$ cat config.mk
export PLATFORM = sky130hd
export DESIGN_NAME = wbu_writeback
export DESIGN_NICKNAME = d
export VERILOG_FILES = /design/src/rtl/npc_pkg.sv /design/src/rtl/wbu_load_align.sv /design/src/rtl/wbu_writeback.sv
export SDC_FILE = /design/constraint.sdc
export NUM_CORES = 1
export LEC_CHECK = 0
export BUFFER_PORTS_ARGS = -buffer_cell sky130_fd_sc_hd__buf_2
export CAP_MARGIN = 20
export CORE_MARGIN = 3
export CORE_UTILIZATION = 55
export CTS_BUF_LIST = sky130_fd_sc_hd__clkbuf_4 sky130_fd_sc_hd__clkbuf_8
export DETAILED_ROUTE_END_ITERATION = 10
export MAX_ROUTING_LAYER = met4
export PLACE_DENSITY_LB_ADDON = 0.25
export SYNTH_ARGS = -nofsm -noshare
export SYNTH_HDL_FRONTEND = slang
export SYNTH_SLANG_ARGS = --single-unit
$ cat constraint.sdc
create_clock -name clk -period 5.2 [get_ports clk]
set_input_delay 0.26 -clock clk [delete_from_list [all_inputs] [get_ports clk]]
set_output_delay 0.26 -clock clk [all_outputs]
set_load 0.05 [all_outputs]
$ cat src/rtl/npc_pkg.sv
// Shared definitions for the NPC core: load funct3 encodings, register index
// width and the write-back unit state encoding.
package npc_pkg;

    localparam int REG_IDX_W = 5;

    localparam logic [2:0] F3_LB  = 3'b000;
    localparam logic [2:0] F3_LH  = 3'b001;
    localparam logic [2:0] F3_LW  = 3'b010;
    localparam logic [2:0] F3_LBU = 3'b100;
    localparam logic [2:0] F3_LHU = 3'b101;

    typedef enum logic [1:0] {
        IDLE     = 2'd0,
        WAIT_MEM = 2'd1,
        WRITE    = 2'd2
    } wbu_state_e;

endpackage

$ cat src/rtl/wbu_load_align.sv
// Selects the addressed byte/halfword of a naturally aligned memory word and
// sign- or zero-extends it according to the load funct3.
module wbu_load_align
    import npc_pkg::*;
#(
    parameter int WIDTH = 32
) (
    input  logic [WIDTH-1:0] mem_rdata,
    input  logic [2:0]       load_fmt,
    input  logic [1:0]       addr_lo,
    output logic [WIDTH-1:0] load_data
);

    logic [7:0]  byteSel;
    logic [15:0] halfSel;

    always_comb begin
        byteSel = mem_rdata[7:0];
        unique case (addr_lo)
            2'd0:    byteSel = mem_rdata[7:0];
            2'd1:    byteSel = mem_rdata[15:8];
            2'd2:    byteSel = mem_rdata[23:16];
            2'd3:    byteSel = mem_rdata[31:24];
            default: byteSel = mem_rdata[7:0];
        endcase
    end

    // Halfword loads only look at addr_lo[1]; a misaligned addr_lo[0] is ignored.
    assign halfSel = addr_lo[1] ? mem_rdata[31:16] : mem_rdata[15:0];

    always_comb begin
        load_data = mem_rdata;
        case (load_fmt)
            F3_LB:   load_data = {{(WIDTH-8){byteSel[7]}}, byteSel};
            F3_LBU:  load_data = {{(WIDTH-8){1'b0}}, byteSel};
            F3_LH:   load_data = {{(WIDTH-16){halfSel[15]}}, halfSel};
            F3_LHU:  load_data = {{(WIDTH-16){1'b0}}, halfSel};
            F3_LW:   load_data = mem_rdata;
            default: load_data = mem_rdata;
        endcase
    end

endmodule

$ cat src/rtl/wbu_writeback.sv
// Write-back unit: retires one instruction per handshake, waits for load data
// when needed and issues a single register-file write plus a commit pulse.
module wbu_writeback
    import npc_pkg::*;
#(
    parameter int WIDTH = 32
) (
    input  logic                 clk,
    input  logic                 rst,
    input  logic                 in_valid,
    output logic                 in_ready,
    input  logic [WIDTH-1:0]     in_pc,
    input  logic [REG_IDX_W-1:0] in_rd,
    input  logic                 in_rd_wen,
    input  logic                 in_is_load,
    input  logic [2:0]           in_load_fmt,
    input  logic [1:0]           in_addr_lo,
    input  logic [WIDTH-1:0]     in_result,
    input  logic                 mem_rvalid,
    input  logic [WIDTH-1:0]     mem_rdata,
    output logic                 rf_we,
    output logic [REG_IDX_W-1:0] rf_rd_addr,
    output logic [WIDTH-1:0]     rf_rd_data,
    output logic                 commit_valid,
    output logic [WIDTH-1:0]     commit_pc,
    output logic                 pend_valid,
    output logic [REG_IDX_W-1:0] pend_rd
);

    wbu_state_e state_q, state_d;

    logic [WIDTH-1:0]     pc_q, pc_d;
    logic [REG_IDX_W-1:0] rd_q, rd_d;
    logic                 wen_q, wen_d;
    logic [2:0]           fmt_q, fmt_d;
    logic [1:0]           addrLo_q, addrLo_d;

    logic                 rfWe_q, rfWe_d;
    logic [REG_IDX_W-1:0] rfRdAddr_q, rfRdAddr_d;
    logic [WIDTH-1:0]     rfRdData_q, rfRdData_d;
    logic                 commitValid_q, commitValid_d;
    logic [WIDTH-1:0]     commitPc_q, commitPc_d;
    logic                 pendValid_q, pendValid_d;
    logic [REG_IDX_W-1:0] pendRd_q, pendRd_d;

    logic [WIDTH-1:0]     loadData;
    logic                 accept;
    logic                 inWrites;
    logic                 heldWrites;

    wbu_load_align #(
        .WIDTH (WIDTH)
    ) u_align (
        .mem_rdata (mem_rdata),
        .load_fmt  (fmt_q),
        .addr_lo   (addrLo_q),
        .load_data (loadData)
    );

    assign in_ready   = (state_q == IDLE);
    assign accept     = in_valid & in_ready;
    assign inWrites   = in_rd_wen && (in_rd != '0);
    assign heldWrites = wen_q && (rd_q != '0);

    // Write-phase outputs are computed one cycle early so that they leave the
    // unit straight from flops during the WRITE cycle.
    always_comb begin
        state_d       = state_q;
        pc_d          = pc_q;
        rd_d          = rd_q;
        wen_d         = wen_q;
        fmt_d         = fmt_q;
        addrLo_d      = addrLo_q;
        rfWe_d        = 1'b0;
        rfRdAddr_d    = rfRdAddr_q;
        rfRdData_d    = rfRdData_q;
        commitValid_d = 1'b0;
        commitPc_d    = '0;
        pendValid_d   = pendValid_q;
        pendRd_d      = pendRd_q;

        unique case (state_q)
            IDLE: begin
                pendValid_d = 1'b0;
                if (accept) begin
                    pc_d        = in_pc;
                    rd_d        = in_rd;
                    wen_d       = in_rd_wen;
                    fmt_d       = in_load_fmt;
                    addrLo_d    = in_addr_lo;
                    pendValid_d = inWrites;
                    pendRd_d    = in_rd;
                    if (in_is_load) begin
                        state_d = WAIT_MEM;
                    end else begin
                        state_d       = WRITE;
                        rfWe_d        = inWrites;
                        rfRdAddr_d    = in_rd;
                        rfRdData_d    = in_result;
                        commitValid_d = 1'b1;
                        commitPc_d    = in_pc;
                    end
                end
            end
            WAIT_MEM: begin
                if (mem_rvalid) begin
                    state_d       = WRITE;
                    rfWe_d        = heldWrites;
                    rfRdAddr_d    = rd_q;
                    rfRdData_d    = loadData;
                    commitValid_d = 1'b1;
                    commitPc_d    = pc_q;
                end
            end
            WRITE: begin
                state_d     = IDLE;
                pendValid_d = 1'b0;
            end
            default: begin
                state_d     = IDLE;
                pendValid_d = 1'b0;
            end
        endcase
    end

    always_ff @(posedge clk or posedge rst) begin
        if (rst) begin
            state_q       <= IDLE;
            pc_q          <= '0;
            rd_q          <= '0;
            wen_q         <= 1'b0;
            fmt_q         <= '0;
            addrLo_q      <= '0;
            rfWe_q        <= 1'b0;
            rfRdAddr_q    <= '0;
            rfRdData_q    <= '0;
            commitValid_q <= 1'b0;
            commitPc_q    <= '0;
            pendValid_q   <= 1'b0;
            pendRd_q      <= '0;
        end else begin
            state_q       <= state_d;
            pc_q          <= pc_d;
            rd_q          <= rd_d;
            wen_q         <= wen_d;
            fmt_q         <= fmt_d;
            addrLo_q      <= addrLo_d;
            rfWe_q        <= rfWe_d;
            rfRdAddr_q    <= rfRdAddr_d;
            rfRdData_q    <= rfRdData_d;
            commitValid_q <= commitValid_d;
            commitPc_q    <= commitPc_d;
            pendValid_q   <= pendValid_d;
            pendRd_q      <= pendRd_d;
        end
    end

    assign rf_we        = rfWe_q;
    assign rf_rd_addr   = rfRdAddr_q;
    assign rf_rd_data   = rfRdData_q;
    assign commit_valid = commitValid_q;
    assign commit_pc    = commitPc_q;
    assign pend_valid   = pendValid_q;
    assign pend_rd      = pendRd_q;

endmodule

Word level (Yosys, flattened, before mapping)

Index checks and enable logic that the tools add are counted.

Equality and inequality tests: 10
Mux-type cells: 29
Bitwise operators: 1
Reductions and logical operators: 11

Operators with widths:

| kind                                                                  | count |
|---|---|
| 32-bit 2-to-1 mux                                                     | 6 |
| 32-bit case mux with 2 select lines                                   | 2 |
| 32-bit case mux with 4 select lines                                   | 1 |
| 8-bit case mux with 4 select lines                                    | 1 |
| 16-bit 2-to-1 mux                                                     | 1 |
| 5-bit 2-to-1 mux                                                      | 3 |
| 5-bit case mux with 2 select lines                                    | 1 |
| 5-bit nonzero test                                                    | 2 |
| 1-bit 2-to-1 mux                                                      | 7 |
| 3-bit equality test, second input constant                            | 2 |
| 2-bit 2-to-1 mux                                                      | 3 |
| 1-bit case mux with 2 select lines                                    | 3 |
| 2-bit by 1-bit equality test with 1-bit output, second input constant | 2 |
| 2-bit equality test, second input constant                            | 2 |
| 2-bit logical NOT                                                     | 2 |
| 2-bit != test, second input constant                                  | 2 |
| 2-bit case mux with 2 select lines                                    | 1 |
| 2-bit AND reduction                                                   | 2 |
| 4-bit AND reduction                                                   | 1 |
| 3-bit by 1-bit equality test with 1-bit output, second input constant | 1 |
| 3-bit logical NOT                                                     | 1 |
| 1-bit logical AND                                                     | 2 |
| 2-bit by 1-bit != test with 1-bit output, second input constant       | 1 |
| 2-bit nonzero test                                                    | 1 |
| 1-bit bitwise AND                                                     | 1 |

Register bits after elaboration: 117
Input bits: 112
Output and inout bits: 78
Word-level logic and storage cells: 63

Depth between registers and ports, before layout

Gate-level depths: netlist of run 1.

Depth after elaboration: 5
Depth in mapped cells: 7
Gate-level depth less buffers: 5

Hierarchy

Synthesis of run 1 repeated with hierarchy kept, for this count alone.

Cell total of the unflattened synthesis: 459
Area, all modules: 5,381.4 um^2

By module, submodules not included:

| module         | instances | cells an instance | area an instance (um^2) | seq. area each (um^2) |
|---|---|---|---|---|
| wbu_writeback  | 1         | 348               | 4,713.3                 | 2,927.8 |
| wbu_load_align | 1         | 111               | 668.1                   | 0.0 |

Worst setup path before layout of run 1

OpenSTA, ideal clock, no wires.

Kind: register to register
From: register state_q[1]
To: register pc_q[10]
Library setup time: 0.125 ns
Data arrival time: 2.079 ns
Data required time: 5.075 ns
Path slack: 2.996 ns
Stages on the path, launching flop included: 6
Path through: dfrtp_1 > nor2_1 > and2_1 > buf_4 > buf_2 > mux2_2

Longest elaborated chain between the ends: 3

Ends and longest elaborated chain:

| element                                | RTL line             | RTL |
|---|---|---|
| start, declared                        | wbu_writeback.sv:30  | `wbu_state_e state_q, state_d;` |
| start signal, assigned                 | wbu_writeback.sv:142 | `state_q <= state_d;` |
| 2-bit logical NOT *                    | wbu_writeback.sv:60  | `assign in_ready = (state_q == IDLE);` |
| named net in_ready                     | wbu_writeback.sv:11  | `output logic in_ready,` |
| 1-bit bitwise AND                      | wbu_writeback.sv:61  | `assign accept = in_valid & in_ready;` |
| 2-bit AND reduction (no source line) * | -                    |  |
| end signal, assigned                   | wbu_writeback.sv:143 | `pc_q <= pc_d;` |
| end, declared                          | wbu_writeback.sv:32  | `logic [WIDTH-1:0] pc_q, pc_d;` |

Mark *: on every way through the listed nets, which the timed path passes. The rest lies on a longest branch.
A chain may end at the register's enable or synchronous reset.

Worst setup path after layout of run 1

From: register state_q[1]
To: register commitPc_q[8] (netlist: commit_pc[8])

Longest elaborated chain between the ends: 4

Ends and longest elaborated chain:

| element                               | RTL line                                 | RTL |
|---|---|---|
| 2-bit logical NOT                     | wbu_writeback.sv:60, wbu_writeback.sv:82 |  |
| 1-bit bitwise AND                     | wbu_writeback.sv:61                      |  |
| 32-bit 2-to-1 mux                     | wbu_writeback.sv:85                      | `if (accept) begin` |
| 32-bit case mux with 2 select lines * | wbu_writeback.sv:82                      | `unique case (state_q)` |
| named net commitPc_d[8]               | wbu_writeback.sv:42                      | `logic [WIDTH-1:0] commitPc_q, commitPc_d;` |
| end signal, assigned                  | wbu_writeback.sv:152                     | `commitPc_q <= commitPc_d;` |
| end, declared                         | wbu_writeback.sv:42                      |  |

Marked as above.

==> results of run 1 <==
-- area by class of cell --
cell class	instances	area (sq um)	share of cell area, %
repair buffers	194	1010	15.4
clock inverters	13	168	2.56
inverters	6	32.5	0.497
multi-input cells	293	2020	30.8
well taps	108	135	2.06
clock buffers	19	262	3.99
flip-flops and latches	117	2930	44.7
diodes	1	2.50	0.0382
-- logic make-up (layout without fill, tap and decap cells) --
family	after synthesis	after routing	synth area share [%]
other cells	0	1	0
compound gates	113	113	16.4
buf+inv	40	232	4.96
flops	117	117	56.4
mux	51	51	11.1
simple gates	129	129	11.2
-- worst reg2reg max path, delay by kind of cell, from the launching register on --
kind,cells,cell delay (ns)
simple gates,3,1.47
flops,1,0.47
buf+inv,1,0.22
compound gates,1,0.15
-- per-layer routing --
layer | up-vias | track usage [%] | wire [um] | share of wire [%]
li1 | 1993 | - | - | -
met1 | 2095 | 33.4 | 5690 | 41
met2 | 205 | 41.8 | 6650 | 48
met3 | 23 | 8.59 | 1160 | 8.5
met4 | 0 | 8.37 | 248 | 1.8
met5 | - | - | 0 | 0
-- worst min path at each step --
stage	end	slack [ns]	depth (start not counted)
floorplan	rf_we	0.36	1
global placement	commit_pc[12]	0.35	2
detailed placement	pc_q[17]	0.36	2
CTS	commit_pc[25]	0.05	2
global route	commit_pc[25]	0.05	2
finish	addrLo_q[1]	0.06	3
-- report_power, final --
part	internal (mW)	switching, mW
combinational	0.414	1.04
sequential	1.17	0.178
clock	0.505	0.378
total	2.09	1.60
-- cells in the final DEF, fill, tap and decap left out, types with 2 or more instances in the layout --
cell	instances
dfrtp_1	117
bufinv_16	3
a211oi_1	10
nand3_1	6
nand2b_1	3
clkbuf_8	19
o22ai_1	8
o21ai_0	20
a211oi_2	7
mux2_2	41
nand2_1	49
a21oi_1	9
nor2_1	40
inv_1	4
o211ai_1	8
nor3_1	15
inv_6	4
o31ai_1	2
o221ai_1	6
buf_4	3
clkinvlp_4	2
or4_1	2
clkinv_2	2
a31oi_1	6
buf_2	189
clkinv_4	2
a22o_1	32
mux2i_1	9
-- stage by stage --
step / worst slack, ns / instance area [sq um] / hold slack (ns) / std cells / utilization, %
2_1_floorplan: 1.84 / 5190 / 0.358 / 450 / -
3_3_place_gp: 2.47 / 6080 / 0.350 / 716 / 68.1
3_5_place_dp: 2.33 / 6080 / 0.356 / 716 / 68.1
4_1_cts: 2.29 / 6520 / 0.0451 / 749 / 73.0
5_1_grt: 2.67 / 6550 / 0.0457 / 750 / 73.3
6_report: 2.83 / 6550 / 0.0597 / 751 / 73.3
-- registers in the layout, summed over array words and instances, names as in the netlist, 2 cells and up --
register and flops:
addrLo_q 2, pc_q 32, state_q 2, pend_rd 5, fmt_q 3, rf_rd_addr 5
commit_pc 32, rf_rd_data 32
==> impl_metrics.env, run 1 <==
export IMPL_status="complete, no violations"
export IMPL_synthDistinctLibCells=44
export IMPL_clock_latency_ns=0.42
export IMPL_io_buffer_count=189
export IMPL_cts_tree="done"
export IMPL_initial_core_util_pct=58.1
export IMPL_rr_worst_depth=5
export IMPL_fp_dieArea_sq_mm=0.0106
export IMPL_relSlewSlack_pct=26.7
export IMPL_tightest_slew_ns=1.10
export IMPL_antenna_found_initial=0
export IMPL_drc=0
export IMPL_startpoint="state_q[1]"
export IMPL_yosys_top_cells_count="dfrtp_1, nand2_1, mux2_2, nor2_1, a22o_1"
export IMPL_cp_depth=5
export IMPL_cp_required_ns=5.55
export IMPL_final_nets=741
export IMPL_critPathMaxFanout=49
export IMPL_finalCritPeriodShare_pct=45.6
export IMPL_grtUsageTotal_pct=26.8
export IMPL_endpoint_kind="flop"
export IMPL_core_area_sq_mm=0.00893
export IMPL_setup_tns_final_ns=0
export IMPL_finalSetupViolations=0
export IMPL_yosys_cell_count_top_type="dfrtp_1"
export IMPL_wl_per_cell_um=18.3
export IMPL_r2r_start="state_q[1]"
export IMPL_post_route_min_period_ns=2.37
export IMPL_clk_path_buf_depth=2
export IMPL_h_tree_depth=4
export IMPL_cp_top_family="simple AND/OR/NAND/NOR gates"
export IMPL_avgViaCountPerCell=5.75
export IMPL_synth_yosys_seq_area_share_pct=56.4
export IMPL_r2r_end="commit_pc[8]"
export IMPL_maxCapViolCount=0
export IMPL_grt_overflow=0
export IMPL_slew_viol_final=0
export IMPL_dp_hpwl_mm=9.69
export IMPL_synth_edf_count=0
export IMPL_grt_max_degree=72
export IMPL_p_total_mw=3.68
export IMPL_drive_above_1_share_pct=44.1
export IMPL_clock_sinks=117
export IMPL_arrival_ns=2.72
export IMPL_die_h_um=103
export IMPL_yosys_register_bits=117
export IMPL_numCtsBuffers=17
export IMPL_hold_violations=0
export IMPL_fin_skew_ns=0.00810
export IMPL_synth_cells=450
export IMPL_vdd_ir_drop_max_v=0.000285
export IMPL_fill_cells=688
export IMPL_via_count=4316
export IMPL_critPathCapture="commit_pc[8]"
export IMPL_ys_top_cells_by_area="dfrtp_1, mux2_2, a22o_1"
export IMPL_ant_nets=0
export IMPL_synthFlopType="dfrtp_1"
export IMPL_synthArstFlopShare_pct=100
export IMPL_rsz0062_at_grt="no"
export IMPL_grt_pass1_wl_mm=20.9
export IMPL_cts_root_buf="clkbuf_8"
export IMPL_ios=190
export IMPL_die_w_um=103
export IMPL_synth_fp_nets=562
export IMPL_initialDrtViolationCount=141
export IMPL_clk_pin_slew_worst_paths_ns=0.07
export IMPL_crit_chain="nor2_1 -> and2_2 -> and2b_1 -> buf_16 -> a22o_1"
export IMPL_min_from="in_addr_lo[1]"
export IMPL_cts_repair_resized=0
export IMPL_max_stage_delay_ns=0.89
export IMPL_synth_top_area_cell="dfrtp_1"
export IMPL_power_density_mw_per_mm2=562
export IMPL_rows=34
export IMPL_clock_fmax_mhz=422
export IMPL_path_class="reg -> reg"
export IMPL_cp_num_buf_inv=1
export IMPL_grt_pass1_vias=4215
export IMPL_syn_area_sq_mm=0.00519
export IMPL_syn_to_final_growth_pct=26.2
export IMPL_rrSetupSlack_ns=2.83
export IMPL_place_congestion=0.925
export IMPL_cts_setup_buffers=0
export IMPL_min_path_type="in -> reg"
export IMPL_synth_avg_cell_area_sq_um=11.5
export IMPL_crit_path_top_delay_cell="and2_2"
export IMPL_wl_mm=13.8
export IMPL_drtPass1Iterations=4
export IMPL_critPathLaunchType="flop"
export IMPL_ctsHoldBuffers=1
export IMPL_total_leakage_power_nw=3.15
export IMPL_yosys_warnings=0
export IMPL_yosysTopAreaCellShare_pct=56.4
Note: power is estimated with default switching activity, not from simulation.
==> run 2: changes to the inputs <==
- ABC_AREA: default -> 1
- CORE_UTILIZATION: 55 -> 47
- clock period: 5.2 -> 1.95 ns (I/O delays scaled with it)
==> run 2 against run 1 <==
Net effect: final cell count increased by 42%; global-route usage decreased by 0.67 points; via count increased by 25%; critical path type unchanged.
==> impl_metrics.env, run 2 <==
export IMPL_status="complete, no violations"
export IMPL_ios=190
export IMPL_h_tree_depth=4
export IMPL_drc=0
export IMPL_initial_core_util_pct=48.9
export IMPL_yosysTopAreaCellShare_pct=54.0
export IMPL_wl_per_cell_um=14.9
export IMPL_post_route_min_period_ns=1.62
export IMPL_critPathCapture="commit_pc[18]"
export IMPL_clk_path_buf_depth=2
export IMPL_initialDrtViolationCount=455
export IMPL_cts_tree="done"
export IMPL_synth_fp_nets=771
export IMPL_clk_pin_slew_worst_paths_ns=0.08
export IMPL_regArea_sq_mm=0.00293
export IMPL_yosys_register_bits=117
export IMPL_fin_skew_ns=0.0134
export IMPL_via_count=5407
export IMPL_grt_max_degree=118
export IMPL_synth_avg_cell_area_sq_um=8.23
export IMPL_numCtsBuffers=17
export IMPL_power_density_mw_per_mm2=1290
export IMPL_synthFlopType="dfrtp_1"
export IMPL_die_w_um=113
export IMPL_die_h_um=113
export IMPL_wl_mm=15.9
export IMPL_ant_nets=0
export IMPL_wl_met1_mm=6.63
export IMPL_fill_cells=894
export IMPL_vdd_ir_drop_max_v=0.000803
export IMPL_grt_pass1_vias=5315
export IMPL_synthDistinctLibCells=27
export IMPL_setup_tns_final_ns=0
export IMPL_relSlewSlack_pct=56.4
export IMPL_tightest_slew_ns=0.654
export IMPL_r2r_start="state_q[0]"
export IMPL_drtPass1Iterations=5
export IMPL_p_total_mw=9.74
export IMPL_diodes=0
export IMPL_critPathLaunchType="flop"
export IMPL_min_path_type="in -> reg"
export IMPL_multi_input_area_sq_mm=0.00204
export IMPL_wl_met3_mm=1.17
export IMPL_synthArstFlopShare_pct=100
export IMPL_place_congestion=0.889
export IMPL_yosys_cell_count_top_type="nand2_1"
export IMPL_synth_cells=659
export IMPL_synth_yosys_seq_area_share_pct=54.0
export IMPL_final_nets=1026
export IMPL_final_cell_mix="buf_2, nand2_1, dfrtp_1, dlygate4sd3_1, nor2_1"
export IMPL_total_leakage_power_nw=3.99
export IMPL_cts_root_buf="clkbuf_8"
export IMPL_grtUsageTotal_pct=26.1
export IMPL_syn_to_final_growth_pct=39.5
export IMPL_routed_top_layer="met4"
export IMPL_rows=38
export IMPL_grt_overflow=0
export IMPL_synth_top_area_cell="dfrtp_1"
export IMPL_hold_violations=0
export IMPL_avgViaCountPerCell=5.07
export IMPL_maxCapViolCount=0
export IMPL_cts_setup_buffers=0
export IMPL_clock_sinks=117
export IMPL_syn_area_sq_mm=0.00542
export IMPL_finalSetupViolations=0
export IMPL_drive_above_1_share_pct=27.9
export IMPL_io_buffer_count=189
export IMPL_slew_viol_final=0
export IMPL_synth_edf_count=0
export IMPL_dp_hpwl_mm=10.1
export IMPL_critPathMaxFanout=55
export IMPL_core_area_sq_mm=0.0111
export IMPL_cp_required_ns=2.30
export IMPL_yosys_warnings=0
export IMPL_r2r_end="commit_pc[18]"
export IMPL_arrival_ns=1.97
export IMPL_path_class="reg -> reg"
export IMPL_grt_pass1_wl_mm=25.8
export IMPL_route_met2_wl_mm=7.74
export IMPL_rrSetupSlack_ns=0.33
export IMPL_clock_latency_ns=0.44
export IMPL_rsz0062_at_grt="no"
export IMPL_antenna_found_initial=0
export IMPL_startpoint="state_q[0]"
export IMPL_yosys_top_cells_count="nand2_1, dfrtp_1, nor2_1"
export IMPL_rr_worst_depth=6
export IMPL_finalCritPeriodShare_pct=83.1
export IMPL_endpoint_kind="flop"
export IMPL_fp_dieArea_sq_mm=0.0129
export IMPL_ys_top_cells_by_area="dfrtp_1, nand2_1, nor2_1"
export IMPL_mostFrequentLayoutCell="buf_2"
export IMPL_clock_fmax_mhz=617
run 2: changes by cell type in the layout (fill, tap and decap cells not counted), moves of 23 or more:
cell / before / now
nand2_1: 49 / 185
mux2_2: 41 / 0
dlygate4sd3_1: 1 / 76
o22ai_1: 8 / 31
o21ai_0: 20 / 52
a22o_1: 32 / 0
nor2_1: 40 / 75
a21oi_1: 9 / 33
inv_1: 4 / 56
run 2: repair_timing:
item,in CTS,in global routing
hold endpoints to repair,226,0
gates resized for setup,0,1
endpoints found under the setup margin,0,1
hold buffers,76,0
run 2: per-stage QoR:
step | hold WS [ns] | worst slack, ns | util [%] | instances | instance area [sq um]
2_1_floorplan | 0.207 | 0.253 | - | 659 | 5430
3_3_place_gp | 0.310 | 0.283 | 57.9 | 959 | 6410
3_5_place_dp | 0.311 | 0.234 | 57.9 | 959 | 6410
4_1_cts | 0.000637 | 0.216 | 68.3 | 1067 | 7570
5_1_grt | 0.0253 | 0.155 | 68.3 | 1067 | 7570
6_report | 0.0188 | 0.329 | 68.3 | 1067 | 7570
run 2: final cells by class:
cell class / instances / share of cell area [%]
sequential: 117 / 38.7
timing repair buffer: 274 / 23.6
tap: 140 / 2.31
clock inverter: 14 / 2.00
inverter: 63 / 3.27
clock buffer: 18 / 3.19
multi-input combinational: 441 / 26.9
run 2: worst min path at each step:
stage	slack, ns	depth (start not counted)	to	from
finish	0.02	5	rf_rd_data[5]	in_result[5]
global route	0.03	3	rf_rd_data[0]	mem_rdata[0]
CTS	0.0006	3	rf_rd_data[0]	mem_rdata[0]
detailed placement	0.31	3	fmt_q[2]	in_load_fmt[2]
global placement	0.31	3	fmt_q[0]	in_load_fmt[0]
floorplan	0.21	2	pend_rd[0]	in_rd[0]
run 2: kinds of logic (layout without fill, tap and decap cells):
family / count (synthesis) / after routing / share of synthesized area, %
buffers and inverters: 101 / 369 / 8.47
and+or+nand+nor: 304 / 304 / 23.2
DFF: 117 / 117 / 54.0
AOI/OAI and AO/OA: 137 / 137 / 14.4
run 2: critical path, stage by stage (launching register included):
cell and delay [ns]:
dfrtp_1 0.40, nor2_2 0.17, nand2_4 0.13, clkinv_4 0.08
buf_4 0.41, nand2_1 0.17, o22ai_1 0.16
run 2: metal layers:
metal  vias to the layer above  GRT usage (%)
met1                      2506           32.7
met3                        39           5.73
met5                         -              -
li1                       2631              -
met2                       231           41.7
met4                         0           9.94
run 2: power breakdown:
part	internal (mW)	switching [mW]	leakage [nW]	total, mW
combinational	1.04	3.03	2.33	4.07
sequential	3.08	0.368	1.47	3.45
clock	1.16	1.06	0.197	2.22
==> run 3: changes to the inputs <==
- CORE_UTILIZATION: 47 -> 52
- clock period: 1.95 -> 1.7 ns (I/O delays scaled with it)
==> run 3 against run 2 <==
Net effect: register-to-register slack got worse by 0.18 ns; clock skew down 0.0040 ns; flip-flop and latch count unchanged; highest routed layer unchanged; sequential share of layout area down 0.48 points; die area is 9.1% lower; maximum frequency is 4.3% higher; clock power is 10% higher; combinational power up 18%; critical endpoint is now rf_rd_data[6].
==> impl_metrics.env, run 3 (same netlist as run 2, synthesis figures left out) <==
export IMPL_status="complete, no violations"
export IMPL_grt_max_degree=118
export IMPL_grt_pass1_wl_mm=25.8
export IMPL_dp_cells=958
export IMPL_tightest_slew_ns=0.675
export IMPL_initial_core_util_pct=54.5
export IMPL_io_buffer_count=189
export IMPL_rows=36
export IMPL_cp_required_ns=2.02
export IMPL_fin_skew_ns=0.00938
export IMPL_cp_common_cell="nand2_4"
export IMPL_fp_dieArea_sq_mm=0.0117
export IMPL_antenna_found_initial=0
export IMPL_fin_area_sq_mm=0.00766
export IMPL_min_path_type="in -> reg"
export IMPL_clock_fmax_mhz=644
export IMPL_holdWs_ns=0.0209
export IMPL_clk_pin_slew_worst_paths_ns=0.07
export IMPL_power_density_mw_per_mm2=1460
export IMPL_final_nets=1038
export IMPL_path_class="reg -> reg"
export IMPL_wl_mm=16.2
export IMPL_post_route_min_period_ns=1.55
export IMPL_endpoint_kind="flop"
export IMPL_cts_root_buf="clkbuf_8"
export IMPL_syn_to_final_growth_pct=41.3
export IMPL_ant_nets=0
export IMPL_critPathLaunchType="flop"
export IMPL_fill_cells=708
export IMPL_avgViaCountPerCell=5.23
export IMPL_critPathMaxFanout=23
export IMPL_die_w_um=108
export IMPL_diodes=0
export IMPL_rsz0062_at_grt="no"
export IMPL_finalCritPeriodShare_pct=91.4
export IMPL_relSlewSlack_pct=55.0
export IMPL_setup_tns_final_ns=0
export IMPL_hold_violations=0
export IMPL_arrival_ns=1.88
export IMPL_ios=190
export IMPL_cp_top_family="simple AND/OR/NAND/NOR gates"
export IMPL_core_area_sq_mm=0.00995
export IMPL_final_cell_mix="buf_2, nand2_1, dfrtp_1, dlygate4sd3_1, nor2_1"
export IMPL_grt_pass1_vias=5574
export IMPL_fin_ws_ns=0.146
export IMPL_dp_hpwl_mm=10.2
export IMPL_via_count=5595
export IMPL_crit_path_top_delay_cell="dfrtp_1"
export IMPL_place_congestion=0.907
export IMPL_finalSetupViolations=0
export IMPL_crit_chain="nor2_2 -> nand2_4 -> clkinv_4 -> nand2_4 -> nand2_4 -> buf_4 -> nand2_1 -> nor2_1 -> nor2_1"
export IMPL_vdd_ir_drop_max_v=0.000851
export IMPL_initialDrtViolationCount=383
export IMPL_maxCapViolCount=0
export IMPL_clock_latency_ns=0.43
export IMPL_regArea_sq_mm=0.00293
export IMPL_drtPass1Iterations=5
export IMPL_numCtsBuffers=17
export IMPL_h_tree_depth=4
export IMPL_slew_viol_final=0
export IMPL_cp_num_buf_inv=2
export IMPL_clock_sinks=117
export IMPL_placed_area_sq_mm=0.00646
export IMPL_drive_above_1_share_pct=28.0
export IMPL_mostFrequentLayoutCell="buf_2"
export IMPL_grt_overflow=0
export IMPL_pre_cts_slack_ns=0.160
export IMPL_clk_path_buf_depth=2
export IMPL_drc=0
export IMPL_cts_tree="done"
export IMPL_total_leakage_power_nw=4.03
export IMPL_finalNonFillerCells=1070
export IMPL_grtUsageTotal_pct=29.1
export IMPL_wl_per_cell_um=15.1
export IMPL_die_h_um=108
export IMPL_max_stage_delay_ns=0.40
export IMPL_multi_input_area_sq_mm=0.00204
[run 3: changes by cell type in the layout (fill, tap and decap cells not counted)]
cell / before / now
dfrtp_2: 1 / 0
dlygate4sd3_1: 76 / 82
inv_4: 1 / 0
inv_6: 3 / 2
clkinvlp_4: 3 / 6
buf_12: 1 / 2
clkinv_4: 5 / 3
dfrtp_1: 116 / 117
buf_4: 8 / 13
clkinv_2: 3 / 2
[run 3: power breakdown]
group          total [mW]  leakage (nW)  internal [mW]  switching, mW
combinational        4.79          2.38           1.26           3.53
clock                2.45         0.176           1.30           1.15
sequential           3.93          1.47           3.53          0.395
total                11.2          4.03           6.10           5.08
[run 3: cell type report]
cell class,instances,area share [%]
clock buffer,18,3.15
clock inverter,12,1.75
inverter,63,3.27
multi-input combinational,441,26.6
sequential,117,38.2
tap,133,2.17
timing repair buffer,286,24.9
[run 3: worst paths after layout]
kind / cells past startpoint / to / slack, ns / start
max: 9 / rf_rd_data[6] / 0.15 / state_q[0]
min: 5 / rf_rd_data[14] / 0.02 / in_result[14]
max reg2reg: 9 / rf_rd_data[6] / 0.15 / state_q[0]
min reg2reg: 2 / rf_rd_data[7] / 0.48 / rf_rd_data[7]
max in group asynchronous: 4 / commit_pc[1] / 0.82 / rst
min in group asynchronous: 4 / commit_valid / 0.31 / rst
[run 3: timing repair]
item                                    CTS  global route
resized for setup                         0             1
hold buffers                             82             0
endpoints found under the setup margin    0             3
buffers inserted                          0             0
endpoints found under the hold margin   230             0
[run 3: per-stage QoR]
| step | util [%] | power [mW] |
|---|---|---|
| after detailed placement | 64.9 | 8.56 |
| after global routing | 76.9 | 11.8 |
| after CTS | 76.9 | 11.2 |
| after global placement | 64.9 | 8.45 |
| after floorplan | - | 7.41 |
| final | 76.9 | 11.2 |
[run 3: routing by layer]
metal | GRT usage (%) | wire length, um | vias up
met5 | - | 0 | -
met2 | 47.9 | 8000 | 277
met4 | 11.1 | 445 | 0
met3 | 6.75 | 1220 | 47
li1 | - | - | 2653
met1 | 35.1 | 6500 | 2618
[run 3: worst reg2reg max path, delay by kind of cell, from the launching register on]
family | cells | cell delay [ns]
buffers and inverters | 2 | 0.35
DFF | 1 | 0.40
and+or+nand+nor | 7 | 0.69
